[config.mk]
export PLATFORM = sky130hd
export DESIGN_NAME = regfile_write_arbiter
export DESIGN_NICKNAME = d
export VERILOG_FILES = /design/src/rtl/regfile_pkg.sv /design/src/rtl/wb_fifo.sv /design/src/rtl/regfile_write_arbiter.sv
export SDC_FILE = /design/constraint.sdc
export NUM_CORES = 1
export LEC_CHECK = 0
export CORE_ASPECT_RATIO = 1.25
export CORE_MARGIN = 2
export CORE_UTILIZATION = 55
export DETAILED_ROUTE_END_ITERATION = 10
export GPL_TIMING_DRIVEN = 0
export PLACE_DENSITY_LB_ADDON = 0.08
export SYNTH_ARGS = -nofsm -noshare
export SYNTH_HDL_FRONTEND = slang
export SYNTH_SLANG_ARGS = --single-unit
[constraint.sdc]
create_clock -name clk -period 3.9 [get_ports clk]
set_input_delay 0.975 -clock clk [delete_from_list [all_inputs] [get_ports clk]]
set_output_delay 0.975 -clock clk [all_outputs]
set_load 0.005 [all_outputs]
[src/rtl/regfile_pkg.sv]
// Shared types and constants for the register-file write-back path.
package regfile_pkg;

  localparam int unsigned NUM_REGS = 32;
  localparam int unsigned ADDR_W   = 5;
  localparam int unsigned DATA_W   = 32;

  typedef struct packed {
    logic [ADDR_W-1:0] rd;
    logic [DATA_W-1:0] data;
  } wb_req_t;

  typedef enum logic [1:0] {
    SRC_NONE,
    SRC_ALU,
    SRC_MEM
  } wb_src_e;

endpackage

[src/rtl/wb_fifo.sv]
// Synchronous DEPTH-entry FIFO buffering load results for the write port.
module wb_fifo
  import regfile_pkg::*;
#(
  parameter int unsigned DEPTH = 4,
  parameter type         T     = wb_req_t
) (
  input  logic clk,
  input  logic reset,
  input  logic push,
  input  T     din,
  input  logic pop,
  output T     dout,
  output logic full,
  output logic empty
);

  localparam int unsigned PTR_W = $clog2(DEPTH);

  logic [PTR_W-1:0] wr_ptr;
  logic [PTR_W-1:0] rd_ptr;
  logic [PTR_W:0]   count;
  T                 mem [DEPTH];
  logic             do_push;
  logic             do_pop;

  assign full    = (count == (PTR_W+1)'(DEPTH));
  assign empty   = (count == '0);
  assign do_push = push && !full;
  assign do_pop  = pop && !empty;
  assign dout    = mem[rd_ptr];

  // Storage is not reset; only the pointers define what is valid.
  always_ff @(posedge clk) begin
    if (do_push) mem[wr_ptr] <= din;
  end

  always_ff @(posedge clk) begin
    if (reset) begin
      wr_ptr <= '0;
      rd_ptr <= '0;
      count  <= '0;
    end else begin
      if (do_push) wr_ptr <= wr_ptr + 1'b1;
      if (do_pop)  rd_ptr <= rd_ptr + 1'b1;
      if (do_push && !do_pop)      count <= count + 1'b1;
      else if (!do_push && do_pop) count <= count - 1'b1;
    end
  end

endmodule

[src/rtl/regfile_write_arbiter.sv]
// Register-file write port: ALU/load arbitration plus RAW pending-write scoreboard.
// Optional WB_FWD_EN adds combinational write-through forwarding ports.
module regfile_write_arbiter
  import regfile_pkg::*;
#(
  parameter int unsigned DATA_W = regfile_pkg::DATA_W,
  parameter int unsigned ADDR_W = regfile_pkg::ADDR_W,
  parameter int unsigned DEPTH  = 4,
  parameter int unsigned CNT_W  = 2
) (
  input  logic              clk,
  input  logic              reset,
  input  logic              alu_valid,
  input  logic [ADDR_W-1:0] alu_rd,
  input  logic [DATA_W-1:0] alu_data,
  input  logic              mem_valid,
  output logic              mem_ready,
  input  logic [ADDR_W-1:0] mem_rd,
  input  logic [DATA_W-1:0] mem_data,
  input  logic              issue_valid,
  input  logic [ADDR_W-1:0] issue_rd,
  output logic              issue_stall,
  output logic [31:0]       busy,
`ifdef WB_FWD_EN
  input  logic [ADDR_W-1:0] fwd_addr1,
  input  logic [ADDR_W-1:0] fwd_addr2,
  output logic              fwd_hit1,
  output logic              fwd_hit2,
  output logic [DATA_W-1:0] fwd_data1,
  output logic [DATA_W-1:0] fwd_data2,
`endif
  output logic              RegWrite,
  output logic [ADDR_W-1:0] WriteReg,
  output logic [DATA_W-1:0] WriteData
);

  wb_req_t             push_req;
  wb_req_t             head;
  logic                fifo_full;
  logic                fifo_empty;
  logic                push;
  logic                pop;
  wb_src_e             src;
  logic [ADDR_W-1:0]   sel_rd;
  logic [DATA_W-1:0]   sel_data;
  logic [CNT_W-1:0]    cnt [NUM_REGS];
  logic [NUM_REGS-1:0] inc;
  logic [NUM_REGS-1:0] dec;

  // Register-0 beats still handshake so the producer is not blocked.
  assign mem_ready = !fifo_full;
  assign push      = mem_valid && mem_ready && (mem_rd != '0);
  assign push_req  = '{rd: mem_rd, data: mem_data};

  wb_fifo #(
    .DEPTH (DEPTH),
    .T     (wb_req_t)
  ) u_fifo (
    .clk   (clk),
    .reset (reset),
    .push  (push),
    .din   (push_req),
    .pop   (pop),
    .dout  (head),
    .full  (fifo_full),
    .empty (fifo_empty)
  );

  always_comb begin
    src      = SRC_NONE;
    sel_rd   = '0;
    sel_data = '0;
    if (alu_valid && (alu_rd != '0)) begin
      src      = SRC_ALU;
      sel_rd   = alu_rd;
      sel_data = alu_data;
    end else if (!fifo_empty) begin
      src      = SRC_MEM;
      sel_rd   = head.rd;
      sel_data = head.data;
    end
  end

  assign pop = (src == SRC_MEM);

  always_ff @(posedge clk) begin
    if (reset) begin
      RegWrite  <= 1'b0;
      WriteReg  <= '0;
      WriteData <= '0;
    end else if (src != SRC_NONE) begin
      RegWrite  <= 1'b1;
      WriteReg  <= sel_rd;
      WriteData <= sel_data;
    end else begin
      RegWrite  <= 1'b0;
    end
  end

  assign issue_stall = issue_valid && (issue_rd != '0) && (cnt[issue_rd] == '1);

  // Decrement at selection time; a zero counter absorbs misuse without underflow.
  always_comb begin
    inc = '0;
    dec = '0;
    for (int unsigned r = 1; r < NUM_REGS; r++) begin
      inc[r] = issue_valid && !issue_stall && (issue_rd == ADDR_W'(r));
      dec[r] = (src != SRC_NONE) && (sel_rd == ADDR_W'(r)) && (cnt[r] != '0);
    end
  end

  always_ff @(posedge clk) begin
    if (reset) begin
      for (int unsigned r = 0; r < NUM_REGS; r++) cnt[r] <= '0;
    end else begin
      for (int unsigned r = 0; r < NUM_REGS; r++) begin
        if (inc[r] && !dec[r])      cnt[r] <= cnt[r] + 1'b1;
        else if (!inc[r] && dec[r]) cnt[r] <= cnt[r] - 1'b1;
      end
    end
  end

  always_comb begin
    busy = '0;
    for (int unsigned r = 1; r < NUM_REGS; r++) busy[r] = (cnt[r] != '0);
  end

`ifdef WB_FWD_EN
  assign fwd_hit1  = RegWrite && (WriteReg == fwd_addr1) && (fwd_addr1 != '0);
  assign fwd_hit2  = RegWrite && (WriteReg == fwd_addr2) && (fwd_addr2 != '0);
  assign fwd_data1 = fwd_hit1 ? WriteData : '0;
  assign fwd_data2 = fwd_hit2 ? WriteData : '0;
`endif

endmodule

==> results.md <==
- Max-cap violations in this run came to 0.
- On the final layout, the worst clock skew is about 0.011 ns.
- The endpoint class of the critical path is a flip-flop.
- The routed design could run at a clock period as short as 3.67 ns.
- The met2 routing resource usage after global routing is 0.473.
- The type of origin of the critical path is an input port.
- The number of remaining DRC errors is 0.
- The static leakage is between 0.005 and 0.006 uW.
- For this run, the top clock speed supported by timing is around 270 MHz.
- The total via count after detailed routing is around 9000.
- The clock slew at the register clock pins of the worst setup and hold paths is approximately 0.060 ns.
- The number of clock sinks is 257.
- The final number of max-transition violations was 0.
- The required time at the worst-slack endpoint is 4.15 ns.
- The type of the worst setup path is in2reg.
- The die is between 100 and 150 um wide.
- Yosys mapped the design onto 69 distinct sky130hd cell types.
- The final hold violation count is 0.
- The sum of negative setup slack is 0 ns.
- The core area is roughly 22000 sq um.
- Synthesis inferred approximately 260 register bits.
- In this run the tool buffered the top-level ports with 151 buffer cells.
- For this block, the routed nets add up to around 33 mm of wire.
- The worst-case headroom to the max-slew limit is 0.168.
- During synthesis, Yosys emitted a total of 0 warnings.
- Of all flip-flops after synthesis, the portion carrying an async set or reset was 0.
- The number of flops mapped to enable cells by yosys is 210.
- The ratio of cells with drive above 1 in the final layout is 0.137.
- In the global route stage, met1 resource usage came out at 0.324.
- The number of filler cells placed in the layout is about 1600.
- The die covers 24100 sq um.
- For this configuration, the core starts out at a cell density of 0.562.
- The post-synth net total is ~1100.
- The maximum root-to-sink buffer count is 3.
- Each instance of the synthesized netlist takes up on average ~12 sq um.
- Summed over all layers, the global routing overflow is 0.
- The number of buffers inserted during clock tree synthesis is 25.
- In the global route stage, overall resource usage came out at 0.269.
- The root buffer cell chosen for the clock tree is sky130_fd_sc_hd__clkbuf_16.
- The final weighted congestion in routability-driven placement is slightly above 0.9.
- The global routing stage identified its most utilized layer as met2.
- The via count of the first global-routing pass is 9365.
- The transition time at the pin with the least slew margin is approximately 1.2 ns.
- Setup repair after global routing left no endpoint under its margin.
- The gate count after technology mapping is 1025.
- The number of antenna violations at the first check in global routing is 2.
- In this run the worst path has a maximum fanout of 10.
- The highest ir drop seen on vdd is ~540 uV.
- Total power for the finished layout comes to roughly 8200 uW.
- between 150 and 200 I/O pins were placed.
- The number of iterations in the first detailed-routing pass is 5.
- After detailed routing, the average wire length per cell comes to 21.7 um.
- In the final design database the tool counted 1300 nets.
- For this design the ratio of total power to cell area is ~530 nW/um^2.
- The clock tree from TritonCTS is yes.
- Counting instances in the post-synthesis netlist gives the leading cell types as 210 x sky130_fd_sc_hd__edfxtp_1, 138 x sky130_fd_sc_hd__nand2_1, 93 x sky130_fd_sc_hd__nor2_1.
- For this block, the initial DRC count from the detailed router was around 810.
- The H-tree depth is 1.
- Of the available clock period, the critical path in the final layout requires 0.940.
- Once detail routing completed, the nets flagged for antenna violations numbered 0.
- At the later pin of the worst-skew pair, clock insertion delay measures about 0.53 ns.
- The most instantiated library cell after synthesis is sky130_fd_sc_hd__edfxtp_1.
- The area overhead of the layout relative to synthesis is 23.0%.
- The global-route met3 utilization is 0.0460.
- Dividing the detail-routed via count by the number of cells gives 6.07.
- The flow ran to the end, and the final reports show no timing, DRC or antenna violations.
- In this run the core area contains 61 standard-cell rows.
- The most used flip-flop cell after synthesis is sky130_fd_sc_hd__edfxtp_1.
- By area the synthesized netlist is led by sky130_fd_sc_hd__edfxtp_1 50%, sky130_fd_sc_hd__mux4_2 8.4%, sky130_fd_sc_hd__dfxtp_1 7.5%, sky130_fd_sc_hd__nand2_1 4.1%, sky130_fd_sc_hd__xor2_1 3.1%.
- For the worst setup path, the data arrival time is between 3 and 4 ns.
- The path category of the worst min-delay check is reg2reg.
- The number of hold buffers added after CTS was 0.
- Entering global routing, the biggest net connects 34 pins.
- The biggest area contributor in the post-synthesis netlist is sky130_fd_sc_hd__edfxtp_1.
- The half-perimeter wire length of the detailed placement result is 23.5 mm.
- Setup violations remaining at the end of the flow were counted as 0.
- The share of synthesized area in the top cell type comes to 0.502.
- The sequential share of the synthesized area is 0.577.
- The post-synth design cell area is between 10000 and 15000 sq um.
- The height of the die is 173 um.
- The wire length of the first global-routing pass is between 50 and 60 mm.
through the flow:
step	setup slack, ns	cells	hold slack (ns)	util	area [sq um]
after floorplan	0.231	1025	0.464	-	12600
after global placement	-0.848	1459	0.454	0.645	14400
after global routing	0.0568	1511	0.501	0.691	15500
after CTS	0.263	1511	0.478	0.691	15500
final	0.234	1513	0.477	0.691	15500
after detailed placement	-0.885	1463	0.459	0.649	14500
path summary, 6_finish.rpt:
kind                                 startpoint     endpoint  slack (ns)  cells after the start
worst max-delay path                  alu_rd[2]   cnt[15][0]        0.23                      9
worst min register to register      WriteReg[1]  WriteReg[1]        0.48                      2
worst min-delay path                WriteReg[1]  WriteReg[1]        0.48                      2
worst max register to register  u_fifo.count[0]   cnt[28][1]        0.64                      7
logic make-up (layout without fill, tap and decap cells):
group                      Yosys count  in the layout  synth area share
DFF                                257            257             0.577
xor gates and xnor gates            71             71            0.0495
buffers and inverters               80            283            0.0264
muxes                               60             60            0.0950
adders and majority gates            7              7           0.00757
other                                1              3          0.000298
and+or+nand+nor                    429            429             0.172
AOI/OAI and AO/OA                  120            120            0.0730
area by class of cell:
class	count	area, sq um	share of cell area
clock inverter	12	141	0.00914
sequential	257	7250	0.469
antenna	2	5.00	0.000324
multi-input combinational	688	5010	0.324
inverter	18	67.6	0.00437
timing repair buffer	157	1610	0.104
clock buffer	34	709	0.0459
tap	283	354	0.0229
buffer	62	328	0.0212
routing by layer:
layer,vias up,part of all wire
met1,4475,0.38
met5,-,0
met3,98,0.061
li1,4241,-
met4,0,0.045
met2,365,0.51
registers in the layout, indices dropped and copies added, names as in the netlist, named ones only:
name           count
cnt               62
WriteData         32
u_fifo.wr_ptr      2
WriteReg           5
u_fifo.rd_ptr      2
u_fifo.count       3
u_fifo.mem       148
RegWrite           1
cells in the final DEF (no fill, tap or decap), types with 6 or more instances in the layout:
cell type,synthesis,layout
sky130_fd_sc_hd__a21oi_1,25,25
sky130_fd_sc_hd__a311oi_1,39,39
sky130_fd_sc_hd__and2_1,13,9
sky130_fd_sc_hd__buf_1,7,6
sky130_fd_sc_hd__clkbuf_1,44,43
sky130_fd_sc_hd__clkbuf_16,0,25
sky130_fd_sc_hd__clkbuf_8,0,8
sky130_fd_sc_hd__clkdlybuf4s50_1,0,148
sky130_fd_sc_hd__dfxtp_1,47,47
sky130_fd_sc_hd__edfxtp_1,210,210
sky130_fd_sc_hd__ha_1,6,6
sky130_fd_sc_hd__inv_1,18,18
sky130_fd_sc_hd__mux2i_1,9,8
sky130_fd_sc_hd__mux4_2,47,47
sky130_fd_sc_hd__nand2_1,138,138
sky130_fd_sc_hd__nand3_1,32,32
sky130_fd_sc_hd__nand4_1,12,12
sky130_fd_sc_hd__nor2_1,93,93
sky130_fd_sc_hd__nor2b_1,6,6
sky130_fd_sc_hd__nor3_1,36,36
sky130_fd_sc_hd__nor3b_1,15,15
sky130_fd_sc_hd__nor4_1,7,7
sky130_fd_sc_hd__nor4b_1,6,6
sky130_fd_sc_hd__o211ai_1,7,7
sky130_fd_sc_hd__or2_2,28,28
sky130_fd_sc_hd__or3_1,7,7
sky130_fd_sc_hd__xnor2_1,26,26
sky130_fd_sc_hd__xor2_1,45,45
power by group:
part           internal [uW]  switching, uW
sequential              3330            161
clock                   1470           1030
combinational            927           1320
worst max-delay path: stages:
cell and delay, ns:
sky130_fd_sc_hd__clkdlybuf4s50_1 0.49, sky130_fd_sc_hd__o21ai_1 0.37, sky130_fd_sc_hd__clkbuf_1 0.39, sky130_fd_sc_hd__nand4_1 0.14, sky130_fd_sc_hd__a211o_1 0.43, sky130_fd_sc_hd__buf_1 0.37
sky130_fd_sc_hd__nor4_1 0.49, sky130_fd_sc_hd__xor2_1 0.18, sky130_fd_sc_hd__nor3_1 0.05
repair_timing:
action | in CTS | in global routing
setup endpoints to repair | 1 | 0
buffers inserted | 2 | 0
gates resized for setup | 29 | 0
Power figures use the tool's default switching activity.
